===== src/rtl/bus_host_arb.sv =====
// bus_host_arb: round-robin arbiter that multiplexes NrHosts request ports onto one
// downstream bus host port and routes in-order responses back to the requester.
//
// Ports:
//   clk_i, rst_i            clock, synchronous active-high reset
//   host_*_i                per-host request (req, we, addr, be, wdata)
//   host_gnt_o              per-host grant, same cycle as the bus handshake
//   host_rvalid_o/err_o/rdata_o  per-host response, steered from the tracking FIFO head
//   bus_*_o / bus_*_i       shared downstream request and response channel
//   unexp_rsp_o             sticky: a response arrived with nothing outstanding
//   grant_cnt_o             per-host saturating handshake counters (BUS_ARB_PERF_EN only)
//
// Optional feature macro: BUS_ARB_PERF_EN adds grant_cnt_o and its counters.
module bus_host_arb #(
    parameter int unsigned NrHosts        = 2,
    parameter int unsigned DataWidth      = 32,
    parameter int unsigned AddressWidth   = 32,
    parameter int unsigned MaxOutstanding = 2
) (
    input  logic                                     clk_i,
    input  logic                                     rst_i,
    input  logic [NrHosts-1:0]                       host_req_i,
    input  logic [NrHosts-1:0]                       host_we_i,
    input  logic [NrHosts-1:0][AddressWidth-1:0]     host_addr_i,
    input  logic [NrHosts-1:0][3:0]                  host_be_i,
    input  logic [NrHosts-1:0][DataWidth-1:0]        host_wdata_i,
    output logic [NrHosts-1:0]                       host_gnt_o,
    output logic [NrHosts-1:0]                       host_rvalid_o,
    output logic [NrHosts-1:0]                       host_err_o,
    output logic [NrHosts-1:0][DataWidth-1:0]        host_rdata_o,
    output logic                                     bus_req_o,
    output logic                                     bus_we_o,
    output logic [AddressWidth-1:0]                  bus_addr_o,
    output logic [3:0]                               bus_be_o,
    output logic [DataWidth-1:0]                     bus_wdata_o,
    input  logic                                     bus_gnt_i,
    input  logic                                     bus_rvalid_i,
    input  logic                                     bus_err_i,
    input  logic [DataWidth-1:0]                     bus_rdata_i,
`ifdef BUS_ARB_PERF_EN
    output logic [NrHosts-1:0][31:0]                 grant_cnt_o,
`endif
    output logic                                     unexp_rsp_o
);

    localparam int unsigned HostW = $clog2(NrHosts);
    localparam int unsigned PtrW  = (MaxOutstanding > 1) ? $clog2(MaxOutstanding) : 1;
    localparam int unsigned CntW  = $clog2(MaxOutstanding + 1);

    logic [HostW-1:0]                       last_q, last_d;
    logic [MaxOutstanding-1:0][HostW-1:0]   fifo_q;
    logic [PtrW-1:0]                        wptr_q, wptr_d, rptr_q, rptr_d;
    logic [CntW-1:0]                        cnt_q, cnt_d;
    logic                                   unexp_q, unexp_d;

    logic [HostW-1:0] sel;
    logic             sel_valid;
    logic             full;
    logic             push;
    logic             pop;
    logic [HostW-1:0] head;
    int unsigned      idx;

    // Round-robin scan starting just after the last granted host.
    always_comb begin
        sel       = '0;
        sel_valid = 1'b0;
        idx       = 0;
        for (int unsigned i = 1; i <= NrHosts; i++) begin
            idx = (32'(last_q) + i) % NrHosts;
            if (!sel_valid && host_req_i[idx[HostW-1:0]]) begin
                sel_valid = 1'b1;
                sel       = idx[HostW-1:0];
            end
        end
    end

    // Full blocks new requests even if a pop happens this cycle: no bypass path.
    assign full      = (cnt_q == CntW'(MaxOutstanding));
    assign bus_req_o = !rst_i && (|host_req_i) && !full;
    assign push      = bus_req_o && bus_gnt_i;
    assign pop       = !rst_i && bus_rvalid_i && (cnt_q != '0);
    assign head      = fifo_q[rptr_q];

    always_comb begin
        bus_we_o    = 1'b0;
        bus_addr_o  = '0;
        bus_be_o    = '0;
        bus_wdata_o = '0;
        host_gnt_o  = '0;
        if (!rst_i && sel_valid) begin
            bus_we_o    = host_we_i[sel];
            bus_addr_o  = host_addr_i[sel];
            bus_be_o    = host_be_i[sel];
            bus_wdata_o = host_wdata_i[sel];
        end
        if (push) begin
            host_gnt_o[sel] = 1'b1;
        end
    end

    always_comb begin
        host_rvalid_o = '0;
        host_err_o    = '0;
        host_rdata_o  = '0;
        if (pop) begin
            host_rvalid_o[head] = 1'b1;
            host_err_o[head]    = bus_err_i;
            host_rdata_o[head]  = bus_rdata_i;
        end
    end

    assign unexp_rsp_o = unexp_q && !rst_i;

    always_comb begin
        last_d  = push ? sel : last_q;
        wptr_d  = wptr_q;
        rptr_d  = rptr_q;
        cnt_d   = cnt_q;
        unexp_d = unexp_q;
        if (push) begin
            wptr_d = (wptr_q == PtrW'(MaxOutstanding - 1)) ? '0 : wptr_q + 1'b1;
        end
        if (pop) begin
            rptr_d = (rptr_q == PtrW'(MaxOutstanding - 1)) ? '0 : rptr_q + 1'b1;
        end
        if (push && !pop) begin
            cnt_d = cnt_q + 1'b1;
        end else if (!push && pop) begin
            cnt_d = cnt_q - 1'b1;
        end
        if (bus_rvalid_i && (cnt_q == '0)) begin
            unexp_d = 1'b1;
        end
    end

    always_ff @(posedge clk_i) begin
        if (rst_i) begin
            last_q  <= HostW'(NrHosts - 1);
            fifo_q  <= '0;
            wptr_q  <= '0;
            rptr_q  <= '0;
            cnt_q   <= '0;
            unexp_q <= 1'b0;
        end else begin
            last_q  <= last_d;
            wptr_q  <= wptr_d;
            rptr_q  <= rptr_d;
            cnt_q   <= cnt_d;
            unexp_q <= unexp_d;
            if (push) begin
                fifo_q[wptr_q] <= sel;
            end
        end
    end

`ifdef BUS_ARB_PERF_EN
    logic [NrHosts-1:0][31:0] perf_q;

    always_ff @(posedge clk_i) begin
        if (rst_i) begin
            perf_q <= '0;
        end else begin
            for (int unsigned h = 0; h < NrHosts; h++) begin
                if (host_gnt_o[h] && (perf_q[h] != 32'hFFFF_FFFF)) begin
                    perf_q[h] <= perf_q[h] + 32'd1;
                end
            end
        end
    end

    assign grant_cnt_o = rst_i ? '0 : perf_q;
`endif

endmodule


===== config.mk =====
export PLATFORM = sky130hd
export DESIGN_NAME = bus_host_arb
export DESIGN_NICKNAME = d
export VERILOG_FILES = /design/src/rtl/bus_host_arb.sv
export SDC_FILE = /design/constraint.sdc
export NUM_CORES = 1
export LEC_CHECK = 0
export ABC_AREA = 0
export BUFFER_PORTS_ARGS = -buffer_cell sky130_fd_sc_hd__buf_2
export CORE_AREA = 10 10 114 116
export CTS_CLUSTER_DIAMETER = 80
export DETAILED_ROUTE_END_ITERATION = 12
export DIE_AREA = 0 0 124 126
export SYNTH_ARGS = -nofsm -noshare
export SYNTH_HDL_FRONTEND = slang
export SYNTH_SLANG_ARGS = --single-unit

===== constraint.sdc =====
create_clock -name clk_i -period 5 [get_ports clk_i]
set_input_delay 1 -clock clk_i [delete_from_list [all_inputs] [get_ports clk_i]]
set_output_delay 1 -clock clk_i [all_outputs]
set_load 0.01 [all_outputs]

Yosys cells after proc, flatten, opt, wreduce, memory -nomap -nowiden
Cells that the tools add are included.

storage, ports and cells
  output and inout port bits = 141
  word-level logic and storage cells = 87
  register bits = 8
  bits of input ports = 177

cells by class
  order comparisons = 9
  multiplexer cells = 39
  $add $sub $neg = 6
  reduce and logical (&&, ||, !) cells = 23
  equality and inequality tests = 1
  bitwise gates (word level) = 2

operators by type and width
  kind                 number
  $mux 32              7
  $and 64x64->64       1
  $mux 64              1
  $demux 32 s1         1
  $mux 1               18
  $logic_and 1x1->1    14
  $lt 1x2->1 const B   6
  $mux 4               3
  $mux 2               5
  $logic_not 1->1      5
  $add 1x1->1 const B  4
  $reduce_bool 2->1    2
  $demux 1 s1          3
  $ge 1x1->1 const B   3
  $add 2x1->2 const B  1
  $and 2x2->2          1
  $bwmux 2             1
  $eq 2x2->1 const B   1
  $logic_not 2->1      1
  $reduce_or 2->1      1
  $sub 2x1->2 const B  1

Logic depth before layout (Yosys ltp)
Gate-level depths: netlist of run 1.

  word-level depth = 12
  mapped depth = 8
  gate-level depth less buffers = 7

Least setup slack after synthesis of run 1
OpenSTA, ideal clock, no wires.

  kind = input to output
  start = input port rst_i
  end = output port host_err_o[0]
  stages on the path = 5
  data required time = 4.000 ns
  path slack = 2.030 ns
  data arrival time = 1.970 ns
  buffers on the path = 2
  path through = buf_6 -> nand2b_1 -> nor3b_4 -> clkbuf_2 -> and2_1

between the ends
  word-level cells in the longest chain between the ends = 4

RTL lines
  what                             RTL line  text
  from (decl)                      21        input logic rst_i,
  $logic_not 1->1                  82        assign pop = !rst_i && bus_rvalid_i && (cnt_q != '0);
  $logic_and 1x1->1 (2 in series)  82
  $mux 2                           106       if (pop) begin
  to (decl)                        29        output logic [NrHosts-1:0] host_err_o,

No other way between the ends.

Worst setup path in the final report of run 1
  start = input port host_req_i[1]
  end = output port bus_addr_o[13]

between the ends
  word-level cells in the longest chain between the ends = 9
  elaborated cells on any way between the ends = 14
  those cells by class = mux: 11; reduce/logical: 3

RTL lines
  what                                         RTL line  text
  from (decl)                                  22        input logic [NrHosts-1:0] host_req_i,
  $mux 1 (implied by the code) (2 in series)   71        if (!sel_valid && host_req_i[idx[HostW-1:0]]) begin
  $mux 1                                       71
  $logic_not 1->1                              71
  $logic_and 1x1->1                            71
  $mux 1                                       71
  $mux 32 (implied by the code) (2 in series)  93        bus_addr_o = host_addr_i[sel];
  $mux 32 *                                    91        if (!rst_i && sel_valid) begin
  to (decl)                                    33        output logic [AddressWidth-1:0] bus_addr_o,

Every way passes the cells marked *; elsewhere a longest branch is shown, timed or not. The select of a mux whose other input is x is not followed.

==> results of run 1 <==
==> cells in the mapped netlist, drive strengths merged <==
cell type,n,area [um^2]
or2,1,6.260
buf,9,51.30
mux2i,4,40.04
ha,1,12.51
nand2b,2,12.51
a21boi,1,7.510
or3,2,12.51
clkbuf,21,81.33
o311ai,1,8.760
and2,66,412.9
inv,2,7.510
nor2,7,26.28
xor2,2,17.52
dfxtp,8,160.2
nand2,142,533.0
a21oi,72,360.4
or4,1,7.510
nand4b,1,8.760
o21bai,1,7.510
a21bo,1,10.01
nand3,1,5.000
nor2b,2,12.51
o21ba,1,10.01
nor3,1,16.27
o21ai,2,10.01
nor3b,1,18.77
==> layer usage <==
| layer | wire, um | up-vias | share of wire | track usage |
|---|---|---|---|---|
| li1 | - | 1719 | - | - |
| met1 | 4409 | 1414 | 0.34 | 0.1518 |
| met2 | 6444 | 208 | 0.50 | 0.2663 |
| met3 | 1869 | 8 | 0.15 | 0.06345 |
| met4 | 127 | 0 | 0.0099 | 0.02100 |
| met5 | 0 | - | 0 | 0 |
==> power breakdown <==
part	switching (mW)	total, mW	leakage (nW)	internal (mW)
registers	0.00755	0.0797	0.0658	0.0722
logic	0.170	0.310	2.22	0.140
clock network	0.0248	0.0769	0.0216	0.0521
total	0.202	0.467	2.31	0.265
==> critical path, cell delays in order <==
cell and delay [ns]:
buf_2 0.13, a21bo_2 0.60, buf_4 0.40, nand2_1 0.09, a21oi_1 0.19, buf_2 0.17
==> placed cells by master, fill, tap and decap left out, drive strengths merged <==
cell,instances
inv,2
nand2,142
o21bai,1
dfxtp,8
o21ai,2
a21bo,1
a21boi,1
mux2i,4
nor3b,1
ha,1
or2,1
nand3,1
nor2b,2
and2,66
nor2,7
o21ba,1
a21oi,72
or4,1
or3,2
clkbuf,3
o311ai,1
xor2,2
nand2b,2
buf,325
nand4b,1
nor3,1
==> area by class of cell <==
| type | count | area (um^2) |
|---|---|---|
| Inverter | 2 | 7.507 |
| Sequential cell | 8 | 160.2 |
| Tap cell | 140 | 175.2 |
| Clock buffer | 3 | 41.29 |
| Multi-Input combinational cell | 313 | 1579 |
| Fill cell | 1263 | 7076 |
| Timing Repair Buffer | 325 | 1659 |
==> logic make-up (layout without fill, tap and decap cells) <==
group / Yosys count / in the layout / share of synthesized area
AND/OR/NAND/NOR: 227 / 227 / 0.5775
buffers and inverters: 32 / 330 / 0.07547
multiplexers: 4 / 4 / 0.02156
adder cells (fa/ha/maj): 1 / 1 / 0.006737
AO/OA/AOI/OAI: 79 / 79 / 0.2231
XOR/XNOR: 2 / 2 / 0.009436
flip-flops: 8 / 8 / 0.08625
==> sequential cells by signal (all words and copies together), names as in the netlist <==
register  cells
rptr_q        1
unexp_q       1
last_q        1
fifo_q        2
cnt_q         2
wptr_q        1
==> worst max-delay path by stage <==
| stage | start | slack, ns | cells past startpoint | end |
|---|---|---|---|---|
| 2_1_floorplan | rst_i | 2.03 | 5 | host_err_o[0] |
| 3_3_place_gp | host_req_i[1] | 1.36 | 6 | bus_addr_o[13] |
| 3_5_place_dp | host_req_i[1] | 1.37 | 6 | bus_addr_o[13] |
| 4_1_cts | host_req_i[1] | 1.36 | 6 | bus_addr_o[13] |
| 5_1_grt | rst_i | 1.20 | 5 | host_err_o[0] |
| 6_report | host_req_i[1] | 1.40 | 6 | bus_addr_o[13] |
==> through the flow <==
step | util | std cells
detailed placement | 0.3347 | 788
CTS | 0.3386 | 791
global route | 0.3386 | 791
floorplan | - | 353
global placement | 0.3347 | 788
finish | 0.3386 | 791
==> metrics.cfg, run 1 <==
[outcome]
status = finished clean

[clock_network]
post_cts_buffers = 0
post_cts_resized = 0
numCtsBuffers = 3
clk_pin_slew_ns = 0.04
ctsHtreeMaxLevel = 1
clock_path_buffers = 2
cts_root_buffer = clkbuf_8
cts-hold-fix-buffers = 0
clkLatencyLatePin_ns = 0.22
cts_tree = built
cts.sinks = 8

[global_routing]
grt_max_degree = 49
antenna_found_initial = 0
grt_pass1_vias = 3437
grt_overflow = 0
grt_usage = 0.1455
grt_pass1_wl_um = 18660

[yosys]
syn_inst = 353
ys_ff_latch = 8
postSynthAreaPerCell_um2 = 5.260
synth_seq_area_share = 0.08625
yosysWarnings = 0
syn_nets = 531
ys_types = 30
synth_area_um2 = 1857

[timing]
fin_crit_sh = 0.7195
finalSetupTns_ns = 0
worst_hold_slack_ns = 0.4666
report.final.slew_viol_count = 0
clock_skew_ns = 0.002059
worstMarginPinSlew_ns = 0.9178
setup_viol = 0
setup_slack_ns = 1.403
fmax_ghz = 0.2780
rsz0062_at_grt = no
post-route-min-period_ns = 3.597
hold_viol = 0
slew_headroom = 0.3875

[floorplanning]
dieArea_um2 = 15620
die_w_um = 124
initial_core_util = 0.1736
rows = 38
core_um2 = 10700
ios = 318
die_h_um = 126

[setup_path]
cp_data_arrival_time_ns = 2.60
critPathMaxFanout = 34
start_kind = input port
r2r-end = cnt_q[1]$_SDFFE_PP0P_
r2r_cells = 5
rrSetupSlack_ns = 3.15
crit_required_ns = 4.00
criticalPathCategory = in -> out
crit-reg2reg-launch = cnt_q[0]$_SDFFE_PP0P_
end_kind = output port

[drt]
drc_errors = 0
vias = 3349
via_per_inst = 4.234
drt-total-wl_um = 12850
drt_iter0_drc = 111
drtPass1Iterations = 4
ant_nets = 0
wl_per_cell_um = 16.25

[placed_design]
portBuffers = 317
dpl_cell_area_um2 = 3581
gp_congestion = 0.8593
pre_cts_ws_ns = 1.373
post-dp-hpwl_um = 11190

[finish]
area_growth_pct = 95.08
diodes = 0
drive_gt1_frac = 0.5146
fin_nets = 831
design_area_um2 = 3622

[power_and_ir_drop]
power_mw = 0.4669
leakagePower_nw = 2.306
vdd_drop_max_v = 0.00007127
power.density_nw_per_um2 = 128.9

[hold_path]
min_path_cells = 2
whs_endpoint = unexp_q$_SDFFE_PP0P_
hold_path.class = reg -> reg
min-delay-start = unexp_q$_SDFFE_PP0P_

[run]
drv_cap = 0

Note: power is estimated with default switching activity, not from simulation.
==> run 2: changes to the inputs <==
clock period = 3.3 ns   (was 5 ns; I/O delays follow)
==> run 2 against run 1 <==
Compared with the run above: final cell count is 0.13% higher; clock skew is 0.0013 ns higher; via count is 0.66% higher; wire length is 0.38% higher; worst hold slack worse by 0.0041 ns; final area is 0.76% higher; clock power is 55% higher; sequential share of layout area hardly changed; global-route usage hardly changed; flip-flop and latch count stayed put; largest cell class unchanged; largest power group unchanged.
==> metrics.cfg, run 2 (synthesis gave the netlist of run 1 again) <==
[timing]
worst_hold_slack_ns = 0.4625  ; -0.004090 ns
report.final.slew_viol_count = 0  ; unchanged
clock_skew_ns = 0.003386  ; +0.001327 ns
rsz0062_at_grt = no
hold_viol = 0  ; unchanged
post-route-min-period_ns = 2.567
setup_slack_ns = 0.7333  ; -0.6693 ns
fin_crit_sh = 0.7778
fmax_ghz = 0.3896
worstMarginPinSlew_ns = 0.5632  ; -0.3546 ns
slew_headroom = 0.6235  ; +0.2361
setup_viol = 0  ; unchanged
finalSetupTns_ns = 0  ; unchanged

[power_and_ir_drop]
p_switching_mw = 0.3114  ; +54%
power_frac_clock = 0.166  ; about the same
seqPwrFrac = 0.169  ; -0.002
vdd_drop_max_v = 0.0001205  ; +69%
pwr-share-comb = 0.665  ; about the same
power.density_nw_per_um2 = 196.4  ; +52%
leakagePower_nw = 2.316  ; +0.41%
swShare = 0.4345  ; +0.001503
p_int_mw = 0.4053  ; +53%

[global_routing]
grt_usage = 0.1451  ; -0.0004382
grt_max_degree = 62  ; +27%
antenna_found_initial = 1  ; +1
grt_pass1_wl_um = 18480  ; -1.0%
grt_pass1_vias = 3482  ; +1.3%
grt_overflow = 0  ; unchanged

[floorplanning]
rows = 38  ; unchanged
die_h_um = 126  ; unchanged
dieArea_um2 = 15620  ; unchanged
die_w_um = 124  ; unchanged
initial_core_util = 0.1736  ; unchanged
core_um2 = 10700  ; unchanged
ios = 318  ; unchanged

[clock_network]
ctsHtreeMaxLevel = 1  ; unchanged
clock_path_buffers = 2  ; unchanged
cts_tree = built
cts_root_buffer = clkbuf_8
cts.sinks = 8  ; unchanged
cts-hold-fix-buffers = 0  ; unchanged
post_cts_resized = 0  ; unchanged
numCtsBuffers = 3  ; unchanged
clkLatencyLatePin_ns = 0.23  ; about the same
post_cts_buffers = 0  ; unchanged
clk_pin_slew_ns = 0.04  ; about the same

[drt]
drtPass1Iterations = 4  ; unchanged
drt_iter0_drc = 124  ; +12%
wl_per_cell_um = 16.29  ; +0.25%
vias = 3371  ; +0.66%
drt-total-wl_um = 12900  ; +0.38%
drc_errors = 0  ; unchanged
ant_nets = 0  ; unchanged
via_per_inst = 4.256  ; +0.53%

[run]
drv_cap = 0  ; unchanged

[finish]
fin_nets = 831  ; unchanged
final_util = 0.3412  ; +0.002574
reg_top3 = cnt_q x2, fifo_q x2
instances_no_fill = 792  ; +0.13%
mostFrequentLayoutCells = 317 x buf_2, 142 x nand2_1, 72 x a21oi_1, 66 x and2_1, 8 x dfxtp_1
final_common_cell = buf_2
fillers = 1264  ; +0.079%
drive_gt1_frac = 0.5146  ; unchanged
area_growth_pct = 96.56

[outcome]
status = finished clean

[placed_design]
placed_cells = 788  ; unchanged
gp_congestion = 0.8628  ; +0.41%
pre_cts_ws_ns = 0.7382  ; -0.6347 ns
post-dp-hpwl_um = 11260  ; +0.62%
portBuffers = 317  ; unchanged

[setup_path]
criticalPathCategory = in -> out
start_kind = input port
crit_required_ns = 2.64  ; -1.36 ns
end_kind = output port
critPathMaxFanout = 34  ; unchanged
rrSetupSlack_ns = 1.45  ; -1.70 ns
cp_data_arrival_time_ns = 1.91  ; -0.69 ns

[hold_path]
hold_path.class = reg -> reg

==> run 2: cell types whose count changed in the layout (fill, tap and decap cells not counted), sizes merged <==
cell   delta
diode     +1
==> run 2: metal layers <==
metal | routed length, um | global-route usage | part of all wire
met1 | 4266 | 0.1420 | 0.33
met5 | 0 | 0 | 0
met3 | 2010 | 0.06836 | 0.16
met2 | 6456 | 0.2672 | 0.50
met4 | 167 | 0.03388 | 0.013
==> run 2: cell type report <==
type / count / area, um^2 / area share
Tap cell: 140 / 175.2 / 0.04799
Clock buffer: 3 / 41.29 / 0.01131
Timing Repair Buffer: 325 / 1684 / 0.4614
Inverter: 2 / 7.507 / 0.002057
Antenna cell: 1 / 2.502 / 0.0006856
Multi-Input combinational cell: 313 / 1579 / 0.4326
Sequential cell: 8 / 160.2 / 0.04388
==> run 2: power groups by stage <==
stage	sequential, mW	clock [mW]	combinational, mW
after floorplan	0.119	0	0.241
after global placement	0.122	0	0.483
after detailed placement	0.123	0	0.483
after CTS	0.121	0.124	0.486
after global routing	0.123	0.131	0.535
final	0.121	0.119	0.477
==> run 2: worst paths after layout <==
| check | start | to | cells past startpoint |
|---|---|---|---|
| setup / recovery | rst_i | host_rdata_o[6] | 6 |
| hold / removal | fifo_q[0]$_SDFFE_PP0P_ | fifo_q[0]$_SDFFE_PP0P_ | 2 |
| setup reg to reg | cnt_q[0]$_SDFFE_PP0P_ | cnt_q[1]$_SDFFE_PP0P_ | 5 |
| hold reg to reg | fifo_q[0]$_SDFFE_PP0P_ | fifo_q[0]$_SDFFE_PP0P_ | 2 |
==> run 2: worst max-delay path: stages <==
cell,delay (ns)
buf_2,0.16
nand2b_1,0.27
nor3b_4,0.21
buf_4,0.28
and2_1,0.18
buf_2,0.14
==> run 2: metrics by stage <==
step / power (mW) / instance area [um^2]
final: 0.7166 / 3650
after global routing: 0.7888 / 3650
after CTS: 0.7308 / 3647
after detailed placement: 0.6055 / 3606
after global placement: 0.6057 / 3606
after floorplan: 0.3601 / 1857
